===== config.mk =====
export PLATFORM = sky130hd
export DESIGN_NAME = instr_fetch_unit
export DESIGN_NICKNAME = d
export VERILOG_FILES = /design/src/rtl/instr_fetch_unit_pkg.sv /design/src/rtl/instr_fetch_unit_pc_reg.sv /design/src/rtl/instr_fetch_unit.sv
export SDC_FILE = /design/constraint.sdc
export NUM_CORES = 1
export LEC_CHECK = 0
export CAP_MARGIN = 15
export CORE_MARGIN = 2
export CORE_UTILIZATION = 42
export CTS_BUF_LIST = sky130_fd_sc_hd__clkbuf_4 sky130_fd_sc_hd__clkbuf_8
export DETAILED_ROUTE_END_ITERATION = 6
export GPL_TIMING_DRIVEN = 0
export PLACE_DENSITY = 0.82
export SYNTH_ARGS = -nofsm -noshare
export SYNTH_HDL_FRONTEND = slang
export SYNTH_SLANG_ARGS = --single-unit

===== constraint.sdc =====
create_clock -name CLK -period 1.9 [get_ports CLK]
set_input_delay 0.475 -clock CLK [delete_from_list [all_inputs] [get_ports CLK]]
set_output_delay 0.475 -clock CLK [all_outputs]
set_load 0.01 [all_outputs]

===== src/rtl/instr_fetch_unit_pkg.sv =====
// Shared definitions for the instruction fetch unit.
//   - FSM state encoding (IDLE/FETCH/DONE)
//   - 16-bit word type
//   - default parameter values for reset PC, PC increment and fetch timeout
package instr_fetch_unit_pkg;

    localparam int WORD_W = 16;

    typedef logic [WORD_W-1:0] word_t;

    localparam word_t DEF_RESET_PC = 16'h0000;
    localparam int    DEF_PC_INC   = 2;
    localparam int    DEF_TIMEOUT  = 15;

    typedef enum logic [1:0] {
        ST_IDLE  = 2'b00,
        ST_FETCH = 2'b01,
        ST_DONE  = 2'b10
    } ifu_state_t;

endpackage


===== src/rtl/instr_fetch_unit_pc_reg.sv =====
// pc_reg: program counter register.
//   clk, rst_n : clock, asynchronous active-low reset (loads RESET_PC)
//   load       : load pc from pc_in (takes priority over inc)
//   inc        : advance pc by PC_INC, wrapping modulo 2^16
//   pc_in      : value to load
//   pc         : current program counter
module pc_reg
    import instr_fetch_unit_pkg::*;
#(
    parameter word_t RESET_PC = DEF_RESET_PC,
    parameter int    PC_INC   = DEF_PC_INC
) (
    input  logic  clk,
    input  logic  rst_n,
    input  logic  load,
    input  logic  inc,
    input  word_t pc_in,
    output word_t pc
);

    always_ff @(posedge clk or negedge rst_n) begin
        if (!rst_n) begin
            pc <= RESET_PC;
        end else if (load) begin
            pc <= pc_in;
        end else if (inc) begin
            pc <= pc + word_t'(PC_INC);
        end
    end

endmodule


===== src/rtl/instr_fetch_unit.sv =====
// instr_fetch_unit: fetches one 16-bit instruction per FetchGo request.
//   CLK, Reset_n      : clock, asynchronous active-low reset
//   FetchGo           : request next instruction (honoured only in IDLE)
//   PCWrite, PCIn     : load PC (jump/branch); aborts an in-flight fetch
//   MemReady, MemRData: memory read data valid / data
//   MemReq, MemAddr   : memory read request / address (address = PC)
//   Instruction       : last captured instruction, held until next capture
//   IREnable          : one-cycle pulse when Instruction is new
//   PC                : address of next instruction to fetch
//   Busy              : high in FETCH and DONE
//   FetchFault        : sticky memory-timeout flag, cleared by PCWrite
//   dbg_state         : current FSM state encoding
//
// Handshake: while in FETCH, MemReq stays high and MemAddr stays stable
// until a cycle in which MemReady is sampled high (data accepted that
// cycle), the wait counter times out, or PCWrite aborts the fetch.
module instr_fetch_unit
    import instr_fetch_unit_pkg::*;
#(
    parameter word_t RESET_PC = DEF_RESET_PC,
    parameter int    PC_INC   = DEF_PC_INC,
    parameter int    TIMEOUT  = DEF_TIMEOUT
) (
    input  logic        CLK,
    input  logic        Reset_n,
    input  logic        FetchGo,
    input  logic        PCWrite,
    input  logic [15:0] PCIn,
    input  logic        MemReady,
    input  logic [15:0] MemRData,
    output logic        MemReq,
    output logic [15:0] MemAddr,
    output logic [15:0] Instruction,
    output logic        IREnable,
    output logic [15:0] PC,
    output logic        Busy,
    output logic        FetchFault,
    output logic [1:0]  dbg_state
);

    localparam int CNT_W = (TIMEOUT < 2) ? 1 : $clog2(TIMEOUT + 1);
    localparam logic [CNT_W-1:0] CNT_LAST = CNT_W'(TIMEOUT - 1);

    ifu_state_t       state, next_state;
    logic [CNT_W-1:0] wait_cnt;
    logic             pc_inc;
    logic             capture;
    logic             fault_set;

    pc_reg #(
        .RESET_PC (RESET_PC),
        .PC_INC   (PC_INC)
    ) u_pc_reg (
        .clk   (CLK),
        .rst_n (Reset_n),
        .load  (PCWrite),
        .inc   (pc_inc),
        .pc_in (PCIn),
        .pc    (PC)
    );

    always_ff @(posedge CLK or negedge Reset_n) begin
        if (!Reset_n) begin
            state <= ST_IDLE;
        end else begin
            state <= next_state;
        end
    end

    // PCWrite has top priority in FETCH: it discards any same-cycle data.
    // The timeout fires on the TIMEOUT-th consecutive FETCH cycle without
    // MemReady.
    always_comb begin
        next_state = state;
        pc_inc     = 1'b0;
        capture    = 1'b0;
        fault_set  = 1'b0;
        case (state)
            ST_IDLE: begin
                if (FetchGo) next_state = ST_FETCH;
            end
            ST_FETCH: begin
                if (PCWrite) begin
                    next_state = ST_IDLE;
                end else if (MemReady) begin
                    next_state = ST_DONE;
                    pc_inc     = 1'b1;
                    capture    = 1'b1;
                end else if (wait_cnt == CNT_LAST) begin
                    next_state = ST_IDLE;
                    fault_set  = 1'b1;
                end
            end
            ST_DONE: begin
                next_state = ST_IDLE;
            end
            default: begin
                next_state = ST_IDLE;
            end
        endcase
    end

    // Counts only while staying in FETCH; any exit clears it.
    always_ff @(posedge CLK or negedge Reset_n) begin
        if (!Reset_n) begin
            wait_cnt <= '0;
        end else if ((state == ST_FETCH) && (next_state == ST_FETCH)) begin
            wait_cnt <= wait_cnt + 1'b1;
        end else begin
            wait_cnt <= '0;
        end
    end

    always_ff @(posedge CLK or negedge Reset_n) begin
        if (!Reset_n) begin
            Instruction <= 16'h0000;
        end else if (capture) begin
            Instruction <= MemRData;
        end
    end

    always_ff @(posedge CLK or negedge Reset_n) begin
        if (!Reset_n) begin
            FetchFault <= 1'b0;
        end else if (PCWrite) begin
            FetchFault <= 1'b0;
        end else if (fault_set) begin
            FetchFault <= 1'b1;
        end
    end

    assign MemReq    = (state == ST_FETCH);
    assign IREnable  = (state == ST_DONE);
    assign Busy      = (state != ST_IDLE);
    assign MemAddr   = PC;
    assign dbg_state = state;

endmodule


# == Word level (Yosys, flattened, before mapping) ==
# Index checks and enable logic that the tools add are counted.
# classes
addsub,2
n_eq_ne,4
muxes,17
reduce_logical,5
# ops
cell,count
$mux W16,2
$add A16 B2 Y16 const B,1
$mux W1,9
$mux W2,4
$reduce_bool A2 Y1,3
$add A4 B1 Y4 const B,1
$eq A2 B1 Y1 const B,2
$eq A4 B4 Y1 const B,1
$mux W4,1
$pmux W2 S2,1
$eq A2 B2 Y1 const B,1
$logic_not A2 Y1,1
$logic_and A1 B1 Y1,1
# word_totals
ff_bits,39
input_bits,37
output_inout_bits,54
word_cells,33

# == Logic depth before layout (Yosys ltp) ==
# Gate-level depths: netlist (run 1).
# logic_depth
word_depth,8
ltp_mapped,6
ltp_nobuf,5

# == Hierarchy ==
# Synthesis (run 1) repeated with hierarchy kept, for this count alone.
# hier_totals
hier_cells,185
hier_area_um2,2092.0
# by_module_without_submodules
mod,n_inst,cells_each,area_each_um2,seq_area_each_um2
instr_fetch_unit,1,80,1092.3,575.6
pc_reg,1,105,999.7,400.4

# == Worst setup path after synthesis (run 1) ==
# OpenSTA, ideal clock, no wires.
# synth_timing
path_type,input to register
start,input port PCWrite
end,register Instruction[0]
setup_time_ns,0.125
t_arrival_ns,1.532
required_ns,1.775
setup_slack_ns,0.243
path_stages,5
n_path_buf,3
path_cell_list,buf_6 and4bb_2 buf_6 buf_2 mux2_2
# synth_between
elab_chain_cells,2
# synth_lines
item,line_no,source
"start, declared",instr_fetch_unit.sv:27,"input logic PCWrite,"
$mux W1,instr_fetch_unit.sv:83,if (PCWrite) begin
$mux W1,instr_fetch_unit.sv:78,case (state)
"end signal, assigned",instr_fetch_unit.sv:118,Instruction <= MemRData;
"end, declared",instr_fetch_unit.sv:33,"output logic [15:0] Instruction,"
# No other way between the ends.
# A chain may end at the register's enable or synchronous reset.

# == Final worst setup path (run 1) ==
# layout_timing
start,register u_pc_reg.pc[14]
end,output port PC[14]
# layout_rtl
item,line_no,source
"start, declared",instr_fetch_unit_pc_reg.sv:18,output word_t pc
"start signal, assigned",instr_fetch_unit_pc_reg.sv:25,pc <= pc_in;
"start signal, assigned",instr_fetch_unit_pc_reg.sv:27,pc <= pc + word_t'(PC_INC);
"end, declared",instr_fetch_unit.sv:35,"output logic [15:0] PC,"
# No word-level cell between the ends.

==> results_dict.tcl, run 1 <==
set metrics [dict create \
    dieArea_um2 5100 \
    wl_mm 4.51 \
    rr_startpoint "u_pc_reg.pc[1]" \
    cp_max_fo 6 \
    critical_path.max_stage_delay_ps 520 \
    fillers 349 \
    synth_nets 213 \
    grt_pass1_vias 1521 \
    fp.dieW_um 71.4 \
    finalWorstSetupSlack_ps 26.3 \
    crit_type "flop to output port" \
    slowest_stage "clkdlybuf4s50_1" \
    portBuffers 89 \
    diodes 0 \
    tritoncts "built" \
    wl_per_cell_um 13.9 \
    antenna_found_initial 0 \
    cts_sinks 39 \
    crit_required_ps 1420 \
    postRouteAntennaNets 0 \
    cts_htree_levels 2 \
    yosysWarningCount 0 \
    final_util_pct 68.9 \
    place_inst 314 \
    yosysSeqAreaShare_pct 51.1 \
    maxCapViolCount 0 \
    finClkSkew_ps 7.87 \
    fin_crit_sh_pct 98.6 \
    cp-start-kind "flop" \
    slew_violations 0 \
    path_clk_slew_ps 80 \
    crit_start "u_pc_reg.pc[14]" \
    tightest_slew_ps 862 \
    ys_top_cells_by_area "dfrtp_1 (51%), mux2_2 (10%), buf_4 (6.7%), xor2_1 (3.7%), nand2_1 (3.1%)" \
    clock_path_buffers 2 \
    p_per_area_nw_per_um2 846 \
    layout.cells.non_filler 325 \
    start_util_pct 43.9 \
    path_cells "buf_4 > clkdlybuf4s50_1" \
    grt_usage_pct 18.3 \
    irDropWorstVdd_v 0.000464 \
    num_io_pins 91 \
    fp.coreArea_um2 4350 \
    vias 1630 \
    leakagePower_nw 1.28 \
    syn_area_um2 1910 \
    grt_first_pass_wirelength_mm 7.36 \
    post-dp-hpwl_mm 3.29 \
    yosysTopAreaCell "dfrtp_1" \
    netlist.area_leader.share_pct 51.1 \
    min_period_ps 1870 \
    ys.flop_type "dfrtp_1" \
    cp-end-kind "output port" \
    core.rowCount 24 \
    synth-seq-cells 39 \
    clk_latency_ps 290 \
    gr-total-overflow 0 \
    synth_edf_count 0 \
    hold_path.class "input pin to asynchronous set/reset pin" \
    die_y_um 71.4 \
    drtIter0Drc 120 \
    arrival_ps 1400 \
    setup_violations 0 \
    drt_drc_violations_left 0 \
    numCtsBuffers 5 \
    netlist_instances 173 \
    outcome "finished, final reports clean" \
    cts-hold-fix-buffers 0 \
    final_nets 313 \
    avgSynthCellArea_um2 11.0 \
    drive_above_1_share_pct 22.7 \
    firstDrtPassIters 4 \
    gp_congestion 0.728 \
    place_ws_ps -270 \
    vias_per_cell 5.02 \
    maxSlewHeadroom_pct 42.5 \
    grt_max_degree 40 \
    synth_cell_types 33 \
    root_buffer "clkbuf_8" \
    area_growth_pct 57.1 \
    postSynth.asyncResetShare_pct 100 \
    r2r_slack_ps 240 \
    hold_viol 0 \
    fmax_ghz 0.534 \
]
==> cell usage after synthesis (2+ instances only) <==
cell      instances
and3_1            4
inv_1             3
nor2_1            9
ha_1              3
xnor2_1           2
o21ai_0          10
nand2_1          16
a21oi_1           3
mux2_2           17
or3_1             3
buf_6             2
nand4_1           5
nand3_1           8
o211ai_1          3
and4_1            3
nand2b_1          2
buf_4            17
clkbuf_1          2
a31oi_1           2
xor2_1            8
dfrtp_1          39
==> cell type report <==
| cell class | count | area, um^2 | area share (%) |
|---|---|---|---|
| inverters | 4 | 15.0 | 0.501 |
| clock buffers | 6 | 82.6 | 2.75 |
| plain buffers | 22 | 165 | 5.51 |
| flip-flops and latches | 39 | 988 | 33.0 |
| multi-input cells | 108 | 764 | 25.5 |
| well taps | 52 | 65.1 | 2.17 |
| repair buffers | 93 | 913 | 30.5 |
| clock inverters | 1 | 5.00 | 0.167 |
==> what timing repair did <==
action / 4_1_cts / 5_1_grt
gates resized for setup: 3 / 11
setup buffers: 2 / 2
endpoints found under the setup margin: 3 / 20
==> worst max-delay path, delay by kind of cell (launching register included) <==
family / cells / cell delay (ps)
buffers and inverters: 2 / 660
flip-flops: 1 / 450
==> path summary, 6_finish.rpt <==
check / endpoint / cells after the start
worst min-delay path: u_pc_reg.pc[7] / 1
max in group asynchronous: u_pc_reg.pc[2] / 1
worst min register to register: wait_cnt[0] / 1
worst max-delay path: PC[14] / 2
worst max register to register: u_pc_reg.pc[13] / 5
min in group CLK: u_pc_reg.pc[15] / 2
==> cell families (layout without fill, tap and decap cells) <==
logic type                 after synthesis  after routing  share of synthesized area (%)
AOI/OAI and AO/OA                       21             21                           6.68
xor gates and xnor gates                10             10                           4.59
adders and majority gates                3              3                           1.97
buffers and inverters                   26            126                           9.30
DFF                                     39             39                           51.1
muxes                                   18             18                           10.6
and+or+nand+nor                         56             56                           15.8
==> report_power, final <==
part,internal (W),switching (W)
Combinational,0.000568,0.000306
Clock,0.000285,0.000277
Sequential,0.000988,0.000113
==> metrics by stage <==
step	power, W	instance area [um^2]	hold WS [ps]	setup TNS, ps
final	0.00254	3000	290	0
after detailed placement	0.00198	2860	485	-3060
after floorplan	0.00145	1910	179	0
after CTS	0.00255	2960	321	0
after global routing	0.00267	3000	360	-50.0
after global placement	0.00197	2870	477	-26460
==> cell usage in the layout (no fill, tap or decap), drive strengths merged, types with 3 or more instances in the layout <==
cell,Yosys,routed
ha,3,3
nand4,6,6
nand3,8,8
clkdlybuf4s50,0,86
nor2,9,9
nand2,16,16
buf,20,24
xor2,8,8
or3,3,3
dfrtp,39,39
and3,4,4
o21ai,10,10
inv,3,3
o211ai,3,3
mux2,17,17
clkbuf,2,9
and4,3,3
a21oi,3,3
==> metal layers <==
metal,GRT usage (%),vias to the layer above,wire length (um)
met3,4.92,4,363
met1,25.1,778,1880
li1,-,787,-
met4,5.66,0,43
met5,0,-,0
met2,28.4,61,2220
(Power assumes the default switching activity.)
==> run 2: changes to the inputs <==
MAX_ROUTING_LAYER = met4   (was not set)
==> results_dict.tcl, run 2 (same netlist as run 1, synthesis figures left out) <==
set metrics [dict create \
    maxCapViolCount 0 \
    fillers 349 \
    crit_type "flop to output port" \
    postRouteAntennaNets 0 \
    drive_above_1_share_pct 22.7 \
    wl_met1_mm 1.97 \
    clock_path_buffers 2 \
    cts-hold-fix-buffers 0 \
    place_inst 314 \
    vias_per_cell 5.05 \
    fp.dieW_um 71.4 \
    min_period_ps 1870 \
    met2_length_mm 2.21 \
    irDropWorstVdd_v 0.000465 \
    grt_first_pass_wirelength_mm 7.36 \
    fin_crit_sh_pct 98.3 \
    worstRegToRegCells 5 \
    vias 1640 \
    cts_sinks 39 \
    fmax_ghz 0.535 \
    area_growth_pct 57.1 \
    cp_max_fo 6 \
    cp-end-kind "output port" \
    start_util_pct 43.9 \
    maxSlewHeadroom_pct 42.6 \
    highest_layer "met4" \
    gr-total-overflow 0 \
    grt_usage_pct 18.8 \
    finClkSkew_ps 11.2 \
    tightest_slew_ps 860 \
    gp_congestion 0.737 \
    layout.cells.non_filler 325 \
    p_per_area_nw_per_um2 847 \
    grt_max_degree 40 \
    core.rowCount 24 \
    clk_latency_ps 290 \
    dieArea_um2 5100 \
    die_y_um 71.4 \
    path_clk_slew_ps 80 \
    antenna_found_initial 0 \
    arrival_ps 1390 \
    setup_violations 0 \
    slew_violations 0 \
    fp.coreArea_um2 4350 \
    fin_worst_hold_slack_ps 286 \
    firstDrtPassIters 4 \
    tritoncts "built" \
    diodes 0 \
    grt_pass1_vias 1522 \
    drtIter0Drc 130 \
    hold_viol 0 \
    portBuffers 89 \
    final_cell_mix "clkdlybuf4s50_1 (86), dfrtp_1 (29), buf_4 (21), mux2_2 (17), nand2_1 (16)" \
    wl_met3_um 310 \
    cts_htree_levels 2 \
    outcome "finished, final reports clean" \
    num_io_pins 91 \
    drt_drc_violations_left 0 \
    wl_mm 4.53 \
    final_nets 313 \
    leakagePower_nw 1.28 \
    final_common_cell "clkdlybuf4s50_1" \
    hold_path.class "input pin to asynchronous set/reset pin" \
    cp-start-kind "flop" \
    numCtsBuffers 5 \
    crit_required_ps 1420 \
    wl_per_cell_um 13.9 \
    root_buffer "clkbuf_8" \
    post-dp-hpwl_mm 3.29 \
]
## run 2: cell counts in the layout (fill, tap and decap cells not counted)
Identical to the previous run, type by type.
## run 2: per-layer routing
layer / up-vias / global-route usage, %
met5: - / -
met4: 0 / 5.66
met3: 5 / 3.80
met2: 64 / 28.3
met1: 782 / 26.0
li1: 789 / -
## run 2: path summary, 6_finish.rpt
kind	start	to	slack (ps)
max in group asynchronous	Reset_n	u_pc_reg.pc[2]	1010
min in group CLK	PCWrite	u_pc_reg.pc[15]	440
hold / removal	Reset_n	u_pc_reg.pc[7]	290
setup reg to reg	u_pc_reg.pc[1]	u_pc_reg.pc[13]	230
hold reg to reg	wait_cnt[0]	wait_cnt[0]	490
setup / recovery	u_pc_reg.pc[14]	PC[14]	30
## run 2: where the power goes
part	total (W)	internal [W]	switching, W
sequential	0.00110	0.000988	0.000113
combinational	0.000874	0.000568	0.000307
clock	0.000566	0.000285	0.000281
## run 2: worst max-delay path, stage by stage (launching register included)
cell             delay [ps]
dfrtp_1                 450
buf_4                   140
clkdlybuf4s50_1         520
## run 2: per-stage QoR
step / instance area, um^2 / total power, W / worst slack [ps] / utilization [%] / setup TNS [ps]
4_1_cts: 2960 / 0.00255 / 0.0321 / 68.0 / 0
3_3_place_gp: 2870 / 0.00197 / -608 / 65.8 / -26460
2_1_floorplan: 1910 / 0.00145 / 243 / - / 0
3_5_place_dp: 2860 / 0.00198 / -270 / 65.7 / -3060
5_1_grt: 3000 / 0.00267 / -50.0 / 68.9 / -50.0
6_report: 3000 / 0.00254 / 31.4 / 68.9 / 0
## run 2: layout make-up
class	count	area [um^2]	area share, %
repair buffers	93	913	30.5
well taps	52	65.1	2.17
flip-flops and latches	39	988	33.0
clock inverters	1	5.00	0.167
multi-input cells	108	764	25.5
plain buffers	22	165	5.51
clock buffers	6	82.6	2.75
inverters	4	15.0	0.501
## run 2: repair_timing
item | in CTS | in global routing
gates cloned | 0 | 0
setup buffers | 2 | 2
endpoints found under the setup margin | 3 | 20
pin swaps | 0 | 0
resized for setup | 3 | 11
==> run 3: changes to the inputs <==
CORE_ASPECT_RATIO = 1.5   (was not set)
==> results_dict.tcl, run 3 (same netlist as run 1, synthesis figures left out) <==
set metrics [dict create \
    wl_per_cell_um 14.4 \
    postRouteAntennaNets 0 \
    place_ws_ps -259 \
    drt_drc_violations_left 0 \
    maxCapViolCount 0 \
    final_common_cell "clkdlybuf4s50_1" \
    final_nets 313 \
    crit_type "flop to output port" \
    fmax_ghz 0.543 \
    drive_above_1_share_pct 23.7 \
    slew_violations 0 \
    finalWorstSetupSlack_ps 58.2 \
    maxSlewHeadroom_pct 41.0 \
    hold_path.class "input pin to asynchronous set/reset pin" \
    cts-hold-fix-buffers 0 \
    dieArea_um2 5110 \
    core.rowCount 30 \
    cp-end-kind "output port" \
    grt_usage_pct 19.8 \
    cts_sinks 39 \
    area_growth_pct 57.7 \
    cp-start-kind "flop" \
    root_buffer "clkbuf_8" \
    cts_htree_levels 2 \
    gr-total-overflow 0 \
    tritoncts "built" \
    start_util_pct 42.7 \
    tns_ps 0 \
    fillers 352 \
    grt_first_pass_wirelength_mm 7.47 \
    die_y_um 86.6 \
    hold_viol 0 \
    wl_mm 4.63 \
    gp_congestion 0.792 \
    irDropWorstVdd_v 0.000810 \
    path_clk_slew_ps 80 \
    fp.coreArea_um2 4470 \
    clock_path_buffers 2 \
    antenna_found_initial 0 \
    grt_pass1_vias 1740 \
    cp_max_fo 5 \
    min_period_ps 1840 \
    p_per_area_nw_per_um2 889 \
    vias 1638 \
    finClkSkew_ps 9.66 \
    setup_violations 0 \
    fp.dieW_um 59.1 \
    tightest_slew_ps 884 \
    crit_required_ps 1420 \
    firstDrtPassIters 4 \
    leakagePower_nw 1.30 \
    clk_latency_ps 300 \
    arrival_ps 1370 \
    final_util_pct 67.4 \
    final_cell_mix "clkdlybuf4s50_1 (85), dfrtp_1 (27), buf_4 (21), mux2_2 (17), nand2_1 (16)" \
    post-dp-hpwl_mm 3.32 \
    vias_per_cell 5.09 \
    diodes 0 \
    portBuffers 89 \
    drtIter0Drc 36 \
    numCtsBuffers 5 \
    num_io_pins 91 \
    fin_crit_sh_pct 96.9 \
    outcome "finished, final reports clean" \
    grt_max_degree 40 \
]
run 3: cell count changes in the layout (fill, tap and decap cells not counted), sizes merged:
cell	previous run	this run
clkdlybuf4s50	86	85
clkbuf	9	8
clkinv	2	3
dlygate4sd2	2	3
bufinv	0	1
run 3: timing repair:
action,in CTS,in global routing
gates resized for setup,12,4
setup buffers,0,4
setup endpoints to repair,10,12
pin swaps,0,0
run 3: path summary, 6_finish.rpt:
kind                                start              end  slack [ps]  cells past startpoint
max reg2reg                u_pc_reg.pc[1]  u_pc_reg.pc[13]         260                      5
min in group CLK                  PCWrite  u_pc_reg.pc[15]         430                      2
max                        u_pc_reg.pc[4]            PC[4]          60                      2
min                               Reset_n   u_pc_reg.pc[7]         300                      1
max in group asynchronous         Reset_n     dbg_state[0]         990                      1
min reg2reg                   wait_cnt[0]      wait_cnt[0]         490                      1
run 3: stage by stage:
step	power, W	area (um^2)	std cells	hold slack, ps
finish	0.00268	3010	322	295
global route	0.00283	3010	322	383
CTS	0.00270	2980	318	322
detailed placement	0.00199	2860	310	483
global placement	0.00197	2860	310	467
floorplan	0.00145	1910	173	179
run 3: report_power, final:
part | switching [W] | total, W | internal (W)
Clock | 0.000312 | 0.000703 | 0.000391
Sequential | 0.000113 | 0.00110 | 0.000988
Combinational | 0.000306 | 0.000874 | 0.000568
Total | 0.000731 | 0.00268 | 0.00195
run 3: routing by layer:
layer / share of wire [%] / global-route usage, % / vias up
met5: 0 / - / -
met2: 53 / 34.4 / 64
li1: - / - / 789
met1: 41 / 21.7 / 778
met4: 1.6 / 7.44 / 0
met3: 5.1 / 4.03 / 7
run 3: worst max-delay path, cell delays in order, from the launching register on:
cell	delay, ps
dfrtp_1	420
buf_4	130
clkdlybuf4s50_1	520
run 3: area by class of cell:
| class | instances | area, um^2 | share of cell area (%) |
|---|---|---|---|
| Timing Repair Buffer | 93 | 912 | 30.3 |
| Sequential cell | 39 | 991 | 32.9 |
| Clock buffer | 5 | 68.8 | 2.29 |
| Tap cell | 48 | 60.1 | 1.99 |
| Multi-Input combinational cell | 108 | 756 | 25.1 |
| Clock inverter | 3 | 43.8 | 1.45 |
| Buffer | 22 | 165 | 5.48 |
| Inverter | 4 | 15.0 | 0.499 |
